## src/rtl/tetris_pkg.sv

```systemverilog
// Shared command codes and key-handling types for the keyboard-to-game path.
// The CMD_* codes are also decoded by GameControl.
package tetris_pkg;

  localparam logic [2:0] CMD_NONE  = 3'b000;
  localparam logic [2:0] CMD_DOWN  = 3'b100;
  localparam logic [2:0] CMD_LEFT  = 3'b101;
  localparam logic [2:0] CMD_RIGHT = 3'b110;
  localparam logic [2:0] CMD_UP    = 3'b111;

  typedef enum logic [1:0] {
    IDLE   = 2'd0,
    DELAY  = 2'd1,
    REPEAT = 2'd2
  } key_state_t;

  typedef enum logic [2:0] {
    KEY_NONE  = 3'd0,
    KEY_SPACE = 3'd1,
    KEY_DOWN  = 3'd2,
    KEY_LEFT  = 3'd3,
    KEY_RIGHT = 3'd4,
    KEY_UP    = 3'd5
  } key_id_t;

  // Fixed priority: space > down > left > right > up.
  function automatic key_id_t pick_key(input logic space, input logic down,
                                       input logic left, input logic right,
                                       input logic up);
    key_id_t k;
    if (space)      k = KEY_SPACE;
    else if (down)  k = KEY_DOWN;
    else if (left)  k = KEY_LEFT;
    else if (right) k = KEY_RIGHT;
    else if (up)    k = KEY_UP;
    else            k = KEY_NONE;
    return k;
  endfunction

  function automatic logic [2:0] key_cmd(input key_id_t k);
    logic [2:0] c;
    case (k)
      KEY_DOWN:  c = CMD_DOWN;
      KEY_LEFT:  c = CMD_LEFT;
      KEY_RIGHT: c = CMD_RIGHT;
      KEY_UP:    c = CMD_UP;
      default:   c = CMD_NONE;
    endcase
    return c;
  endfunction

  // Mask bit order is {up, right, left, down}.
  function automatic logic key_repeats(input key_id_t k, input logic [3:0] mask);
    logic r;
    case (k)
      KEY_DOWN:  r = mask[0];
      KEY_LEFT:  r = mask[1];
      KEY_RIGHT: r = mask[2];
      KEY_UP:    r = mask[3];
      default:   r = 1'b0;
    endcase
    return r;
  endfunction

endpackage

```

## src/rtl/key_repeat_timer.sv

```systemverilog
// Hold counter for key auto-repeat: first fire after DAS_CYCLES of hold,
// then every ARR_CYCLES. Saturates instead of wrapping.
module key_repeat_timer
  import tetris_pkg::*;
#(
  parameter int DAS_CYCLES = 25_000_000,
  parameter int ARR_CYCLES = 5_000_000,
  parameter int CNT_W      = 32
) (
  input  logic       clk,
  input  logic       clrn,
  input  logic       start,
  input  logic       hold,
  input  logic       repeat_en,
  input  key_state_t mode,
  output logic       fire
);

  // The press cycle itself counts as the first held cycle, hence the -1.
  localparam logic [CNT_W-1:0] DAS_LIM = CNT_W'(DAS_CYCLES - 1);
  localparam logic [CNT_W-1:0] ARR_LIM = CNT_W'(ARR_CYCLES - 1);

  logic [CNT_W-1:0] cnt;
  logic [CNT_W-1:0] limit;

  always_comb begin
    limit = (mode == REPEAT) ? ARR_LIM : DAS_LIM;
    fire  = hold && repeat_en && (mode != IDLE) && (cnt >= limit);
  end

  always_ff @(posedge clk or negedge clrn) begin
    if (!clrn) begin
      cnt <= '0;
    end else if (start || fire || !hold) begin
      cnt <= '0;
    end else if (cnt != '1) begin
      cnt <= cnt + CNT_W'(1);
    end
  end

endmodule

```

## src/rtl/key_command_gen.sv

```systemverilog
// Turns level key flags into one-shot game commands with auto-repeat, a one-entry
// valid/ready command buffer, and a stretched game reset plus LED toggle on space.
module key_command_gen
  import tetris_pkg::*;
#(
  parameter int         DAS_CYCLES  = 25_000_000,
  parameter int         ARR_CYCLES  = 5_000_000,
  parameter int         RST_CYCLES  = 4,
  parameter int         CNT_W       = 32,
  parameter logic [3:0] REPEAT_MASK = 4'b0111
) (
  input  logic       clk,
  input  logic       clrn,
  input  logic       left,
  input  logic       right,
  input  logic       down,
  input  logic       up,
  input  logic       space,
  input  logic       cmd_ready,
  output logic       cmd_valid,
  output logic [2:0] cmd,
  output logic       game_rst,
  output logic       led,
  output logic [1:0] dbg_state
);

  // Handshake: cmd is offered while cmd_valid=1 and is consumed on any cycle with
  // cmd_valid & cmd_ready; cmd stays stable until consumed and reads 000 when idle.

  localparam int RST_W = $clog2(RST_CYCLES + 1);

  key_state_t       state, state_nxt;
  key_id_t          act, prev_act;
  logic             space_rise, start, hold, fire, emit, repeat_en;
  logic [RST_W-1:0] rst_cnt;

  always_comb begin
    act        = pick_key(space, down, left, right, up);
    space_rise = (act == KEY_SPACE) && (prev_act != KEY_SPACE);
    start      = (act != prev_act) && (act != KEY_NONE) && (act != KEY_SPACE);
    hold       = (act == prev_act) && (act != KEY_NONE) && (act != KEY_SPACE) &&
                 (state != IDLE);
    repeat_en  = key_repeats(act, REPEAT_MASK);
    emit       = start || fire;
  end

  key_repeat_timer #(
    .DAS_CYCLES (DAS_CYCLES),
    .ARR_CYCLES (ARR_CYCLES),
    .CNT_W      (CNT_W)
  ) u_timer (
    .clk       (clk),
    .clrn      (clrn),
    .start     (start),
    .hold      (hold),
    .repeat_en (repeat_en),
    .mode      (state),
    .fire      (fire)
  );

  always_comb begin
    state_nxt = state;
    if ((act == KEY_NONE) || (act == KEY_SPACE)) begin
      state_nxt = IDLE;
    end else if (start) begin
      state_nxt = DELAY;
    end else if (fire && (state == DELAY)) begin
      state_nxt = REPEAT;
    end
  end

  always_ff @(posedge clk or negedge clrn) begin
    if (!clrn) begin
      state    <= IDLE;
      prev_act <= KEY_NONE;
    end else begin
      state    <= state_nxt;
      prev_act <= act;
    end
  end

  // Emits arriving while a command is still waiting are dropped, not queued.
  always_ff @(posedge clk or negedge clrn) begin
    if (!clrn) begin
      cmd_valid <= 1'b0;
      cmd       <= CMD_NONE;
    end else if (space_rise) begin
      cmd_valid <= 1'b0;
      cmd       <= CMD_NONE;
    end else if (emit && (!cmd_valid || cmd_ready)) begin
      cmd_valid <= 1'b1;
      cmd       <= key_cmd(act);
    end else if (cmd_valid && cmd_ready) begin
      cmd_valid <= 1'b0;
      cmd       <= CMD_NONE;
    end
  end

  // A new space edge reloads the stretcher, restarting any pulse in progress.
  always_ff @(posedge clk or negedge clrn) begin
    if (!clrn) begin
      rst_cnt <= '0;
      led     <= 1'b0;
    end else if (space_rise) begin
      rst_cnt <= RST_W'(RST_CYCLES);
      led     <= ~led;
    end else if (rst_cnt != '0) begin
      rst_cnt <= rst_cnt - RST_W'(1);
    end
  end

  assign game_rst  = (rst_cnt != '0);
  assign dbg_state = state;

endmodule

```

## config.mk

```make
export PLATFORM = sky130hd
export DESIGN_NAME = key_command_gen
export DESIGN_NICKNAME = d
export VERILOG_FILES = /design/src/rtl/tetris_pkg.sv /design/src/rtl/key_repeat_timer.sv /design/src/rtl/key_command_gen.sv
export SDC_FILE = /design/constraint.sdc
export NUM_CORES = 1
export LEC_CHECK = 0
export CORE_ASPECT_RATIO = 0.75
export CORE_MARGIN = 8
export CORE_UTILIZATION = 40
export CTS_CLUSTER_DIAMETER = 30
export DETAILED_ROUTE_END_ITERATION = 10
export DONT_BUFFER_PORTS = 1
export HOLD_SLACK_MARGIN = 0.06
export PLACE_DENSITY = 0.6
export SETUP_SLACK_MARGIN = 0.3
export SYNTH_ARGS = -nofsm -noshare
export SYNTH_HDL_FRONTEND = slang
export SYNTH_HIERARCHICAL = 1
export SYNTH_SLANG_ARGS = --single-unit
```

## constraint.sdc

```tcl
create_clock -name clk -period 3.7 [get_ports clk]
set_input_delay 0.74 -clock clk [delete_from_list [all_inputs] [get_ports clk]]
set_output_delay 0.74 -clock clk [all_outputs]
set_load 0.005 [all_outputs]
```

# Word-level counts from Yosys, hierarchy flattened
# Cells that the tools add are included.
# totals
elab_cells,71
ff_bits,45
input_bits,8
output_inout_bits,8
# op_classes
n_addsub,2
bitwise_logic,1
n_lt_le_gt_ge,1
mux,21
n_reduce_logical,27
n_eq_ne,12
# op_table
cell,count
$mux 32,2
$add 32x1->32 const B,1
$ge 32x32->1,1
$ne 32x32->1 const B,1
$mux 3,10
$mux 25,1
$logic_and 1x1->1,12
$pmux 3 s4,1
$reduce_bool 3->1,4
$eq 3x2->1 const B,2
$eq 3x3->1 const B,2
$mux 2,3
$ne 3x1->1 const B,2
$reduce_bool 2->1,3
$logic_or 1x1->1,4
$mux 1,4
$eq 3x1->1 const B,1
$eq 3x3->1,1
$logic_not 3->1,1
$ne 3x3->1,1
$reduce_or 3->1,1
$sub 3x1->3 const B,1
$eq 2x1->1 const B,1
$eq 2x2->1 const B,1
other kinds (2),3

# Logic depth before layout (Yosys ltp)
# logic_depth
depth_word,16
depth_mapped,11
mapped_depth_nobuf,11

# Cells and area by module
# The synthesis kept the hierarchy.
# by_module_without_submodules
mod,seq_area_each_um2,instances,area_each_um2,cells_each
key_repeat_timer,800.8,1,1973.1,211
key_command_gen,325.3,1,728.2,79

# Worst setup path before layout
# Ideal clock, no wire load.
# synth_timing
path_type,input port to flip-flop
from,in down
to,reg state[0] (netlist: dbg_state[0])
slack_ns,0.521
t_required_ns,3.581
setup_ns,0.119
path_buffers,0
stages,10
t_arrival_ns,3.060
cell_sequence,or2_1 > nor3_1 > a21oi_1 > nor3_1 > o211ai_1 > or3_1 > o31ai_1 > inv_1 > o21a_1 > o21a_1
# synth_between
elab_chain_len,11
elab_cells_between_ends,26
classes_between,eq/ne (7); mux (5); reduce/logical (14)
# synth_lines
element,line,rtl
"start, declared",key_command_gen.sv:16,"input logic down,"
$mux 3 *,tetris_pkg.sv:32,else if (down) k = KEY_DOWN;
$mux 3 *,tetris_pkg.sv:31,if (space) k = KEY_SPACE;
named net act[2],key_command_gen.sv:33,"key_id_t act, prev_act;"
$eq 3x3->1 or $reduce_bool 3->1 (tied branches),key_command_gen.sv:41,hold = (act == prev_act) && (act != KEY_NONE) && (act != KEY_SPACE) &&
$logic_and 1x1->1,key_command_gen.sv:41,
$logic_and 1x1->1 * (2 in a row),key_command_gen.sv:41,
named net hold,key_command_gen.sv:34,"logic space_rise, start, hold, fire, emit, repeat_en;"
$logic_and 1x1->1 * (3 in a row),key_repeat_timer.sv:28,fire = hold && repeat_en && (mode != IDLE) && (cnt >= limit);
named net fire,key_command_gen.sv:34,
$logic_and 1x1->1 *,key_command_gen.sv:67,end else if (fire && (state == DELAY)) begin
$reduce_bool 3->1 (no source line) *,n/a,
"end signal, assigned",key_command_gen.sv:77,state <= state_nxt;
"end, declared",key_command_gen.sv:32,"key_state_t state, state_nxt;"
# The timed path passes the listed nets; every way through them passes the cells marked *.
# A chain may end at the register's enable or synchronous reset.

# Worst setup path in the final report
# Ends and elaborated chain as after synthesis.

==> results.md <==
- Initial DRC Count: 92
- CP startpoint kind: primary input
- Unrepaired setup endpoints after global routing: false
- CP Max Fanout: 7
- EDFF count, synth: 0
- Final Hold Vio Count: 0
- Pwr per Cell Area: 339.8 nW/um^2
- Residual DRC count: 0
- Top FF cell, synth: dfrtp_1
- Antenna Nets Post-Route: 0
- Worst-case register-to-register setup slack: between 0.9 and 1 ns
- Nets: between 300 and 400
- Register area share after synthesis: 0.4169
- Worst reg-to-reg path cell count: 9
- FP Rows: 26
- Wire length of the first global-routing pass: just under 10000 um
- Core area: 6669 sq um
- Worst skew pair latency: slightly below 0.3 ns
- Final Slew Violations: 0
- Static Leak: approximately 1.1 nW
- Clock skew: between 0.01 and 0.015 ns
- Tmin final: slightly below 3 ns
- Most common cell after layout, fill and taps aside: nor2_1
- Slew HR: 0.5541
- Vias in the first global route: approximately 2000
- Post-CTS sizing: 0
- Maximum VDD drop: between 100 and 150 uV
- Vias per std cell: ~5.4
- Register bit count reported by yosys: 45
- CTS clk-pin slew, worst paths: about 0.090 ns
- Endpoints failing setup: 0
- Buffer levels on the longest clock path: 2
- Setup TNS: 0 ns
- Clk root buf: clkbuf_8
- Final Cycle Share: 0.7816
- Final RePlAce weighted congestion: 0.8474
- Post-DP HPWL: slightly above 4000 um
- Dpl ws: approximately 0.47 ns
- Synth Net Count: 303
- Worst path required time: a little under 4 ns
- I/O Pins: 16
- Arrival @ worst endpoint: between 3 and 4 ns
- Finished Cell Area: 2882 sq um
- Router iterations before antenna repair: 4
- PnR worst setup slack: roughly 0.81 ns
- Initial core utilization: 0.4051
- Count of different cell masters after synthesis: 56
- Area grow syn2layout: 6.670%
- Reg-to-reg startpoint: dbg_state[1]
- Cells after synthesis: between 200 and 300
- FF-to-FF End: cmd[1]
- CTS Buf Count: 5
- Dpl cell area: around 2800 sq um
- Hold slack: 0.1282 ns
- Overall power: slightly below 0.001 W
- DR WL/cell: about 15 um
- Grt total ovfl: 0
- Initial antenna violation count: 0
- Ys Warns: 6
- Crit. End Element: flip-flop
- Layout cells sized above 1: 0.1149
- Worst hold path class: primary input to asynchronous set/reset pin
- Highest-count cells in the layout ignoring fill and taps: nor2_1, dfrtp_1, nand2_1, xnor2_1, nand3_1
- Worst Tran Pin Value: ~0.66 ns
- IO buf count: 0
- Fmax: roughly 350 MHz
- Post-Synthesis Cell Area: roughly 2700 sq um
- DRT Wirelength: 5663 um
- Diodes inserted: 0
- DIE AREA: around 9700 sq um
- FFs w/ async S/R, synth: 1.000
- WS Path Type: primary input to flip-flop
- H-tree depth: 2
- TritonCTS clock tree: yes
- Die Width: 110.9 um
- Die span in y: between 80 and 90 um
- MaxCap Viol Count: 0
- Largest net degree at the start of global routing: 46
- CTS Hold Bufs: 0
- Status: completed
- Clk sink count: 45
- Vias: roughly 2100
- Syn avg cell area: 9.315 sq um
- GRT Total Usage: 0.1214
- Post-CTS setup buffers: 0
[worst max-delay path, stage by stage]
cell	delay, ns
or2_1	0.24
nor3_1	0.32
a21oi_1	0.14
nor3_1	0.25
o211ai_1	0.14
or3_1	0.42
o31ai_1	0.24
buf_4	0.17
inv_1	0.07
o21a_1	0.18
o21a_1	0.15
[power by group]
| part | total, W | switching [W] | internal, W | leakage (nW) |
|---|---|---|---|---|
| clock network | 0.000318 | 0.000167 | 0.000152 | 0.0512 |
| registers | 0.000548 | 0.0000258 | 0.000522 | 0.607 |
| logic | 0.000113 | 0.0000592 | 0.0000536 | 0.463 |
| total | 0.000979 | 0.000252 | 0.000727 | 1.12 |
[cells in the mapped netlist (4+ instances only)]
| master | number | area, sq um |
|---|---|---|
| nand4_1 | 9 | 56.30 |
| xnor2_1 | 17 | 148.9 |
| o21ai_0 | 8 | 40.04 |
| a21oi_1 | 6 | 30.03 |
| mux2i_1 | 4 | 40.04 |
| inv_1 | 10 | 37.54 |
| nor3_1 | 9 | 45.04 |
| dfrtp_1 | 45 | 1126 |
| nor2_2 | 6 | 37.54 |
| nand3_1 | 13 | 65.06 |
| xor2_1 | 12 | 105.1 |
| and3_1 | 8 | 50.05 |
| nand2_1 | 20 | 75.07 |
| and2_1 | 4 | 25.02 |
| ha_1 | 5 | 62.56 |
| nor2_1 | 53 | 198.9 |
[cell type report]
class	count	area, sq um
multi-input cells	229	1490
inverters	11	41.29
fillers	644	3787
flip-flops and latches	45	1126
repair buffers	3	22.52
well taps	84	105.1
clock inverters	2	13.76
clock buffers	6	82.58
[per-layer routing]
| layer | global-route usage | vias up | part of all wire | wire length (um) |
|---|---|---|---|---|
| li1 | - | 1034 | - | - |
| met1 | 0.1667 | 1005 | 0.54 | 3040 |
| met2 | 0.1890 | 27 | 0.43 | 2415 |
| met3 | 0.02824 | 2 | 0.030 | 170 |
| met4 | 0.02567 | 0 | 0.0064 | 36 |
| met5 | 0 | - | 0 | 0 |
[how the worst max path moves through the flow]
| stage | end | slack (ns) | start | cells after the start |
|---|---|---|---|---|
| after global routing | dbg_state[0] | 0.53 | down | 11 |
| after detailed placement | dbg_state[0] | 0.47 | down | 11 |
| after floorplan | dbg_state[0] | 0.52 | down | 10 |
| final | dbg_state[0] | 0.81 | down | 11 |
| after CTS | cmd[0] | 0.80 | down | 11 |
| after global placement | dbg_state[0] | 0.55 | down | 11 |
[flip-flops by register name (all words and copies together), names as in the netlist]
name         flops
prev_act         3
dbg_state        2
cmd              3
cmd_valid        1
led              1
rst_cnt          3
u_timer/cnt     32
[logic make-up (layout without fill, tap and decap cells)]
kind of cell,count (synthesis),count (layout),share of synthesized area
AOI/OAI and AO/OA,38,38,0.1190
xor gates and xnor gates,29,29,0.09402
adders and majority gates,5,5,0.02316
buffers and inverters,16,22,0.03150
DFF,45,45,0.4169
muxes,5,5,0.02038
and+or+nand+nor,152,152,0.2950
[through the flow]
stage	utilization	std cells
2_1_floorplan	-	290
3_3_place_gp	0.4176	372
3_5_place_dp	0.4176	372
4_1_cts	0.4321	380
5_1_grt	0.4321	380
6_report	0.4321	380
No activity file was read; power rests on OpenSTA's default activity.
